==> src/rtl/v_state_arb_if.sv <==
// Port bundle for v_state_arb: update/query read pipes, update write pipe, SRAM port and
// init status. The arbiter connects through slave; the requester/SRAM side uses master.
interface v_state_arb_if #(
  parameter int unsigned CONTEXT_N = 128,
  parameter int unsigned W         = 32
);
  localparam int unsigned ADDR_W = $clog2(CONTEXT_N);

  logic              i_upd_ren;
  logic [ADDR_W-1:0] i_upd_raddr;
  logic              o_upd_rgnt;
  logic              o_upd_rvld;
  logic [W-1:0]      o_upd_rdata;

  logic              i_qry_ren;
  logic [ADDR_W-1:0] i_qry_raddr;
  logic              o_qry_rgnt;
  logic              o_qry_rvld;
  logic [W-1:0]      o_qry_rdata;

  logic              i_upd_wen;
  logic [ADDR_W-1:0] i_upd_waddr;
  logic [W-1:0]      i_upd_wdata;

  logic              o_sram_ren;
  logic [ADDR_W-1:0] o_sram_raddr;
  logic [W-1:0]      i_sram_rdata;
  logic              o_sram_wen;
  logic [ADDR_W-1:0] o_sram_waddr;
  logic [W-1:0]      o_sram_wdata;

  logic              o_init_done;

  modport slave (
    input  i_upd_ren, i_upd_raddr, i_qry_ren, i_qry_raddr,
    input  i_upd_wen, i_upd_waddr, i_upd_wdata, i_sram_rdata,
    output o_upd_rgnt, o_upd_rvld, o_upd_rdata,
    output o_qry_rgnt, o_qry_rvld, o_qry_rdata,
    output o_sram_ren, o_sram_raddr, o_sram_wen, o_sram_waddr, o_sram_wdata,
    output o_init_done
  );

  modport master (
    output i_upd_ren, i_upd_raddr, i_qry_ren, i_qry_raddr,
    output i_upd_wen, i_upd_waddr, i_upd_wdata, i_sram_rdata,
    input  o_upd_rgnt, o_upd_rvld, o_upd_rdata,
    input  o_qry_rgnt, o_qry_rvld, o_qry_rdata,
    input  o_sram_ren, o_sram_raddr, o_sram_wen, o_sram_waddr, o_sram_wdata,
    input  o_init_done
  );
endinterface

==> src/rtl/v_state_arb.sv <==
// State-table SRAM arbiter: zero-fills the table after reset, then arbitrates update/query reads
// (update first) with write-through bypass. V_STATE_ARB_STARVE_EN adds query anti-starvation.
module v_state_arb #(
  parameter int unsigned CONTEXT_N = 128,
  parameter int unsigned W         = 32,
  parameter int unsigned STARVE_N  = 4
) (
  input logic           clk,
  input logic           rst,
  v_state_arb_if.slave  bus
);
  localparam int unsigned ADDR_W = $clog2(CONTEXT_N);
  localparam logic [3:0] StarveLim = STARVE_N[3:0];
  localparam logic [ADDR_W-1:0] LastAddr = ADDR_W'(CONTEXT_N - 1);

  typedef enum logic [0:0] {StInit, StRun} state_e;

  state_e            state_q, state_d;
  logic [ADDR_W-1:0] init_cnt_q, init_cnt_d;
  logic              init_done_q;
  logic              upd_gnt, qry_gnt, force_qry, bypass;
  logic              sram_wen;
  logic [ADDR_W-1:0] sram_waddr, sram_raddr;
  logic [W-1:0]      sram_wdata;
  logic              upd_rvld_q, qry_rvld_q, byp_q;
  logic [W-1:0]      byp_data_q, rsp_data;

`ifdef V_STATE_ARB_STARVE_EN
  logic [3:0] starve_q, starve_d;

  always_comb begin
    force_qry = (starve_q == StarveLim);
    starve_d  = starve_q;
    if (state_q == StRun) begin
      if (!bus.i_qry_ren || qry_gnt) begin
        starve_d = 4'd0;
      end else begin
        starve_d = starve_q + 4'd1;
      end
    end
  end

  always_ff @(posedge clk or posedge rst) begin
    if (rst) begin
      starve_q <= 4'd0;
    end else begin
      starve_q <= starve_d;
    end
  end
`else
  logic unused_starve;
  assign unused_starve = ^StarveLim;
  assign force_qry     = 1'b0;
`endif

  always_comb begin
    state_d    = state_q;
    init_cnt_d = init_cnt_q;
    upd_gnt    = 1'b0;
    qry_gnt    = 1'b0;
    sram_wen   = 1'b0;
    sram_waddr = init_cnt_q;
    sram_wdata = '0;
    unique case (state_q)
      StInit: begin
        sram_wen   = 1'b1;
        init_cnt_d = init_cnt_q + 1'b1;
        if (init_cnt_q == LastAddr) begin
          state_d = StRun;
        end
      end
      StRun: begin
        sram_wen   = bus.i_upd_wen;
        sram_waddr = bus.i_upd_waddr;
        sram_wdata = bus.i_upd_wdata;
        upd_gnt    = bus.i_upd_ren & ~force_qry;
        qry_gnt    = bus.i_qry_ren & (~bus.i_upd_ren | force_qry);
      end
      default: state_d = StInit;
    endcase
    sram_raddr = upd_gnt ? bus.i_upd_raddr : bus.i_qry_raddr;
    // A same-cycle write to the read address wins over the stale SRAM word.
    bypass     = (upd_gnt | qry_gnt) & sram_wen & (state_q == StRun) & (sram_waddr == sram_raddr);
  end

  always_ff @(posedge clk or posedge rst) begin
    if (rst) begin
      state_q     <= StInit;
      init_cnt_q  <= '0;
      init_done_q <= 1'b0;
      upd_rvld_q  <= 1'b0;
      qry_rvld_q  <= 1'b0;
      byp_q       <= 1'b0;
      byp_data_q  <= '0;
    end else begin
      state_q     <= state_d;
      init_cnt_q  <= init_cnt_d;
      init_done_q <= (state_d == StRun);
      upd_rvld_q  <= upd_gnt;
      qry_rvld_q  <= qry_gnt;
      byp_q       <= bypass;
      byp_data_q  <= bus.i_upd_wdata;
    end
  end

  assign rsp_data = byp_q ? byp_data_q : bus.i_sram_rdata;

  assign bus.o_upd_rgnt   = upd_gnt;
  assign bus.o_qry_rgnt   = qry_gnt;
  assign bus.o_upd_rvld   = upd_rvld_q;
  assign bus.o_qry_rvld   = qry_rvld_q;
  assign bus.o_upd_rdata  = upd_rvld_q ? rsp_data : '0;
  assign bus.o_qry_rdata  = qry_rvld_q ? rsp_data : '0;
  assign bus.o_sram_ren   = upd_gnt | qry_gnt;
  assign bus.o_sram_raddr = sram_raddr;
  assign bus.o_sram_wen   = sram_wen;
  assign bus.o_sram_waddr = sram_waddr;
  assign bus.o_sram_wdata = sram_wdata;
  assign bus.o_init_done  = init_done_q;

endmodule

==> src/flat_wrapper.sv <==
// flat-port wrapper written by rule: the top's interface ports become plain ports
module v_state_arb_flat 
#(
  parameter int unsigned CONTEXT_N = 128,
  parameter int unsigned W         = 32,
  parameter int unsigned STARVE_N  = 4
)
  (clk, rst, bus_i_upd_ren, bus_i_upd_raddr, bus_i_qry_ren, bus_i_qry_raddr, bus_i_upd_wen, bus_i_upd_waddr, bus_i_upd_wdata, bus_i_sram_rdata, bus_o_upd_rgnt, bus_o_upd_rvld, bus_o_upd_rdata, bus_o_qry_rgnt, bus_o_qry_rvld, bus_o_qry_rdata, bus_o_sram_ren, bus_o_sram_raddr, bus_o_sram_wen, bus_o_sram_waddr, bus_o_sram_wdata, bus_o_init_done);
  v_state_arb_if #(.CONTEXT_N(CONTEXT_N), .W(W)) bus_i ();
  input logic clk;
  input logic rst;
  input wire logic [$bits(bus_i.i_upd_ren)-1:0] bus_i_upd_ren;
  input wire logic [$bits(bus_i.i_upd_raddr)-1:0] bus_i_upd_raddr;
  input wire logic [$bits(bus_i.i_qry_ren)-1:0] bus_i_qry_ren;
  input wire logic [$bits(bus_i.i_qry_raddr)-1:0] bus_i_qry_raddr;
  input wire logic [$bits(bus_i.i_upd_wen)-1:0] bus_i_upd_wen;
  input wire logic [$bits(bus_i.i_upd_waddr)-1:0] bus_i_upd_waddr;
  input wire logic [$bits(bus_i.i_upd_wdata)-1:0] bus_i_upd_wdata;
  input wire logic [$bits(bus_i.i_sram_rdata)-1:0] bus_i_sram_rdata;
  output wire logic [$bits(bus_i.o_upd_rgnt)-1:0] bus_o_upd_rgnt;
  output wire logic [$bits(bus_i.o_upd_rvld)-1:0] bus_o_upd_rvld;
  output wire logic [$bits(bus_i.o_upd_rdata)-1:0] bus_o_upd_rdata;
  output wire logic [$bits(bus_i.o_qry_rgnt)-1:0] bus_o_qry_rgnt;
  output wire logic [$bits(bus_i.o_qry_rvld)-1:0] bus_o_qry_rvld;
  output wire logic [$bits(bus_i.o_qry_rdata)-1:0] bus_o_qry_rdata;
  output wire logic [$bits(bus_i.o_sram_ren)-1:0] bus_o_sram_ren;
  output wire logic [$bits(bus_i.o_sram_raddr)-1:0] bus_o_sram_raddr;
  output wire logic [$bits(bus_i.o_sram_wen)-1:0] bus_o_sram_wen;
  output wire logic [$bits(bus_i.o_sram_waddr)-1:0] bus_o_sram_waddr;
  output wire logic [$bits(bus_i.o_sram_wdata)-1:0] bus_o_sram_wdata;
  output wire logic [$bits(bus_i.o_init_done)-1:0] bus_o_init_done;
  assign bus_i.i_upd_ren = bus_i_upd_ren;
  assign bus_i.i_upd_raddr = bus_i_upd_raddr;
  assign bus_i.i_qry_ren = bus_i_qry_ren;
  assign bus_i.i_qry_raddr = bus_i_qry_raddr;
  assign bus_i.i_upd_wen = bus_i_upd_wen;
  assign bus_i.i_upd_waddr = bus_i_upd_waddr;
  assign bus_i.i_upd_wdata = bus_i_upd_wdata;
  assign bus_i.i_sram_rdata = bus_i_sram_rdata;
  assign bus_o_upd_rgnt = bus_i.o_upd_rgnt;
  assign bus_o_upd_rvld = bus_i.o_upd_rvld;
  assign bus_o_upd_rdata = bus_i.o_upd_rdata;
  assign bus_o_qry_rgnt = bus_i.o_qry_rgnt;
  assign bus_o_qry_rvld = bus_i.o_qry_rvld;
  assign bus_o_qry_rdata = bus_i.o_qry_rdata;
  assign bus_o_sram_ren = bus_i.o_sram_ren;
  assign bus_o_sram_raddr = bus_i.o_sram_raddr;
  assign bus_o_sram_wen = bus_i.o_sram_wen;
  assign bus_o_sram_waddr = bus_i.o_sram_waddr;
  assign bus_o_sram_wdata = bus_i.o_sram_wdata;
  assign bus_o_init_done = bus_i.o_init_done;
  v_state_arb #(.CONTEXT_N(CONTEXT_N), .W(W), .STARVE_N(STARVE_N)) u_core (.clk(clk), .rst(rst), .bus(bus_i));
endmodule
==> config.mk <==
export PLATFORM = sky130hd
export DESIGN_NAME = v_state_arb_flat
export DESIGN_NICKNAME = d
export VERILOG_FILES = /design/src/rtl/v_state_arb_if.sv /design/src/rtl/v_state_arb.sv /design/src/flat_wrapper.sv
export SDC_FILE = /design/constraint.sdc
export NUM_CORES = 1
export LEC_CHECK = 0
export ABC_AREA = 1
export CAP_MARGIN = 20
export CORE_UTILIZATION = 36
export DETAILED_ROUTE_END_ITERATION = 12
export PLACE_DENSITY = 0.95
export SLEW_MARGIN = 10
export SYNTH_ARGS = -nofsm -noshare
export SYNTH_HDL_FRONTEND = slang
export SYNTH_SLANG_ARGS = --single-unit
export TNS_END_PERCENT = 5
==> constraint.sdc <==
create_clock -name clk -period 2.05 [get_ports clk]
set_input_delay 0.205 -clock clk [delete_from_list [all_inputs] [get_ports clk]]
set_output_delay 0.205 -clock clk [all_outputs]
set_load 0.05 [all_outputs]
==> key figures <==
Synthesis
  – Async S/R FF share, synth: 1.000
  – Sequential share of the synthesized area: 0.4089
  – Post-synth EDFFs: 0
  – Post-Syn Area per Cell: 7.073 um^2
  – #FFs+latches synth: 43
  – Synth cell types: 22
  – Main synth FF type: dfrtp_1
  – Warnings, synthesis: 0
  – Net count after synthesis: 463
  – Cell count after synthesis: 372
  – Post-synthesis cell area: 2631 um^2

Floorplanning
  – Die height: 87.50 um
  – Initial Util: 0.3789
  – Core ar.: 6944 um^2
  – Core Rows: 30
  – DIE AREA: 7655 um^2
  – I/O pin count: 207
  – Die W: 87.50 um

Cells and area
  – Multi-input gate area: 1227 um^2
  – Non-filler cells, final: 671
  – Register area: 1081 um^2
  – Most frequent cells in the layout: nand2_1 (105), buf_12 (101), clkdlybuf4s50_1 (91), nor2_1 (73), inv_1 (60)
  – Final non-filler cell area: 5887 um^2
  – Most common cell after layout, fill and taps aside: nand2_1
  – Core Util, Final: 0.8477
  – NumNets Final: 665
  – Synth-to-Final Area Change: 123.7%
  – Layout fillers: 321
  – # diodes: 0
  – Share of layout cells above drive strength 1: 0.2504

STA
  – Final Hold Viols: 0
  – WHS: 225.8 ps
  – Final-report setup violation count: 0
  – Post-layout min period: 1998 ps
  – Final Max Slew Viols: 0
  – Slew at the pin closest to its max-slew limit: 587.7 ps
  – Max-slew headroom: 0.6070
  – Maximum clock skew at final layout: 1.072 ps
  – Unrepaired setup endpoints after global routing: no
  – Peak Freq: 500.6 MHz
  – Fin crit share: 0.9745
  – TNS Setup: 0 ps

Detailed routing
  – Initial DRT Pass Iterations: 6
  – Wire length on met3: 1504 um
  – Via-to-Cell Ratio: 5.289
  – WL/cell: 22.55 um
  – Antenna Nets Post-Route: 0
  – Routed via count: 3549
  – DRC: 0
  – Starting DRT DRC Count: 249
  – Routed wl met2: 7659 um
  – Final WL: 15130 um
  – Wl on met1: 5094 um
  – Max layer used: met4

Critical path
  – Delay of the slowest critical-path stage: 450 ps
  – Crit-path cells: buf_12 > buf_12 > mux2i_1 > nor2_1 > buf_12
  – Crit Path Class: reg2out
  – Worst Setup End Kind: primary output
  – Worst-path fanout max: 13
  – Startpoint types: register
  – Critical path arrival: 1790 ps
  – Critical Path RT: 1850 ps
  – Top cell by count, worst path: buf_12
  – CP max stage cell: dfrtp_2

Placement
  – GPL Wtd Cong: 0.8802
  – DP Area: 5737 um^2
  – Port bufs: 206
  – HPWL after detailed placement: 10370 um
  – Inst Count DP: 661

Clocking
  – Root Buffer: clkbuf_8
  – Sinks on Clock Net: 43
  – Cts bufs inserted: 5
  – Clk pin slew, worst setup/hold paths: 90 ps
  – H-tree levels: 2
  – Count of hold buffers inserted by post-cts repair: 0
  – TritonCTS clock tree: built
  – Clock latency on the worst-skew pair: 300 ps
  – Clk buf depth: 2

Pwr
  – Pwr Density: 333.1 nW/um^2
  – P_leak: 0.002831 uW
  – Worst IR Drop VDD: 0.0002479 V

Global route
  – Vias in the first global route: 3710
  – Largest net degree at the start of global routing: 33
  – Total track usage: 0.3924
  – Remaining Overflow, GRT: 0
  – Global-route wire length before repair: 21750 um
  – Initial antenna violation count: 0

Status
  – Status: complete, no violations

Run
  – MaxCap Viol Count: 0

Hold path
  – Worst Hold Class: in2async
## final timing paths
kind / startpoint / endpoint / slack, ps / cells past startpoint
min in group clk: bus_i_upd_wdata[30] / u_core.byp_data_q[30]$_DFF_PP0_ / 360 / 1
min reg2reg: u_core.init_cnt_q[6]$_DFFE_PP0N_ / u_core.init_cnt_q[6]$_DFFE_PP0N_ / 490 / 1
max reg2reg: u_core.state_q$_DFF_PP0_ / u_core.byp_q$_DFF_PP0_ / 340 / 8
max in group asynchronous: rst / u_core.bus.o_upd_rvld$_DFF_PP0_ / 1120 / 3
min: rst / u_core.init_cnt_q[3]$_DFFE_PP0N_ / 230 / 2
max: u_core.byp_q$_DFF_PP0_ / bus_o_upd_rdata[0] / 50 / 5
## power by group
group	internal, uW	total [uW]	switching [uW]
registers	879	898	18.6
logic	203	363	160
clock network	364	700	336
total	1450	1960	514
## stage by stage
step | power, uW | setup slack (ps)
2_1_floorplan | 995.2 | 73.06
3_3_place_gp | 1228 | 361.8
3_5_place_dp | 1250 | 231.6
4_1_cts | 1925 | 1.122
5_1_grt | 2014 | 30.54
6_report | 1961 | 52.29
## layout make-up
class,count,area share
inverter,62,0.03953
multi-input combinational,246,0.2085
clock buffer,5,0.01169
clock inverter,3,0.007439
tap,96,0.02040
timing repair buffer,216,0.5288
sequential,43,0.1836
## synthesized netlist by cell type, types with 2 or more instances
master,number,area share
a21oi_1,2,0.0038
buf_2,10,0.019
buf_4,4,0.011
clkbuf_1,6,0.0086
dfrtp_1,43,0.41
inv_1,61,0.087
mux2i_1,32,0.12
nand2_1,105,0.15
nand3_1,14,0.027
nor2_1,73,0.10
o21ai_0,5,0.0095
o21ai_1,3,0.0057
xor2_1,5,0.017
## registers in the layout, summed over array words and instances, names as in the netlist
name,count
u_core.byp_data_q,32
u_core.bus.o_qry_rvld,1
u_core.bus.o_upd_rvld,1
u_core.init_cnt_q,7
u_core.state_q,1
u_core.byp_q,1
## cell families after synthesis
logic type,after synthesis,synth area share
compound gates,11,0.02187
xor+xnor,6,0.01997
fa+ha+maj,1,0.004754
buf+inv,83,0.1317
flops,43,0.4089
mux,32,0.1217
simple gates,196,0.2910
## timing repair
item / 4_1_cts / 5_1_grt
cloned: 0 / 0
gates resized for setup: 0 / 3
pin swaps: 0 / 0
setup buffers: 2 / 0
setup endpoints to repair: 2 / 32
## per-layer routing
metal  up-vias  GRT usage
met4         0     0.2697
met1      1682     0.3774
met5         -          0
met3        81     0.1735
met2       274     0.6726
li1       1512          -
## worst max-delay path: cells and delay by family, from the launching register on
kind | cells | cell delay [ps]
buf+inv | 3 | 470
flops | 1 | 450
mux | 1 | 400
simple gates | 1 | 170
Note: power is estimated with default switching activity, not from simulation.
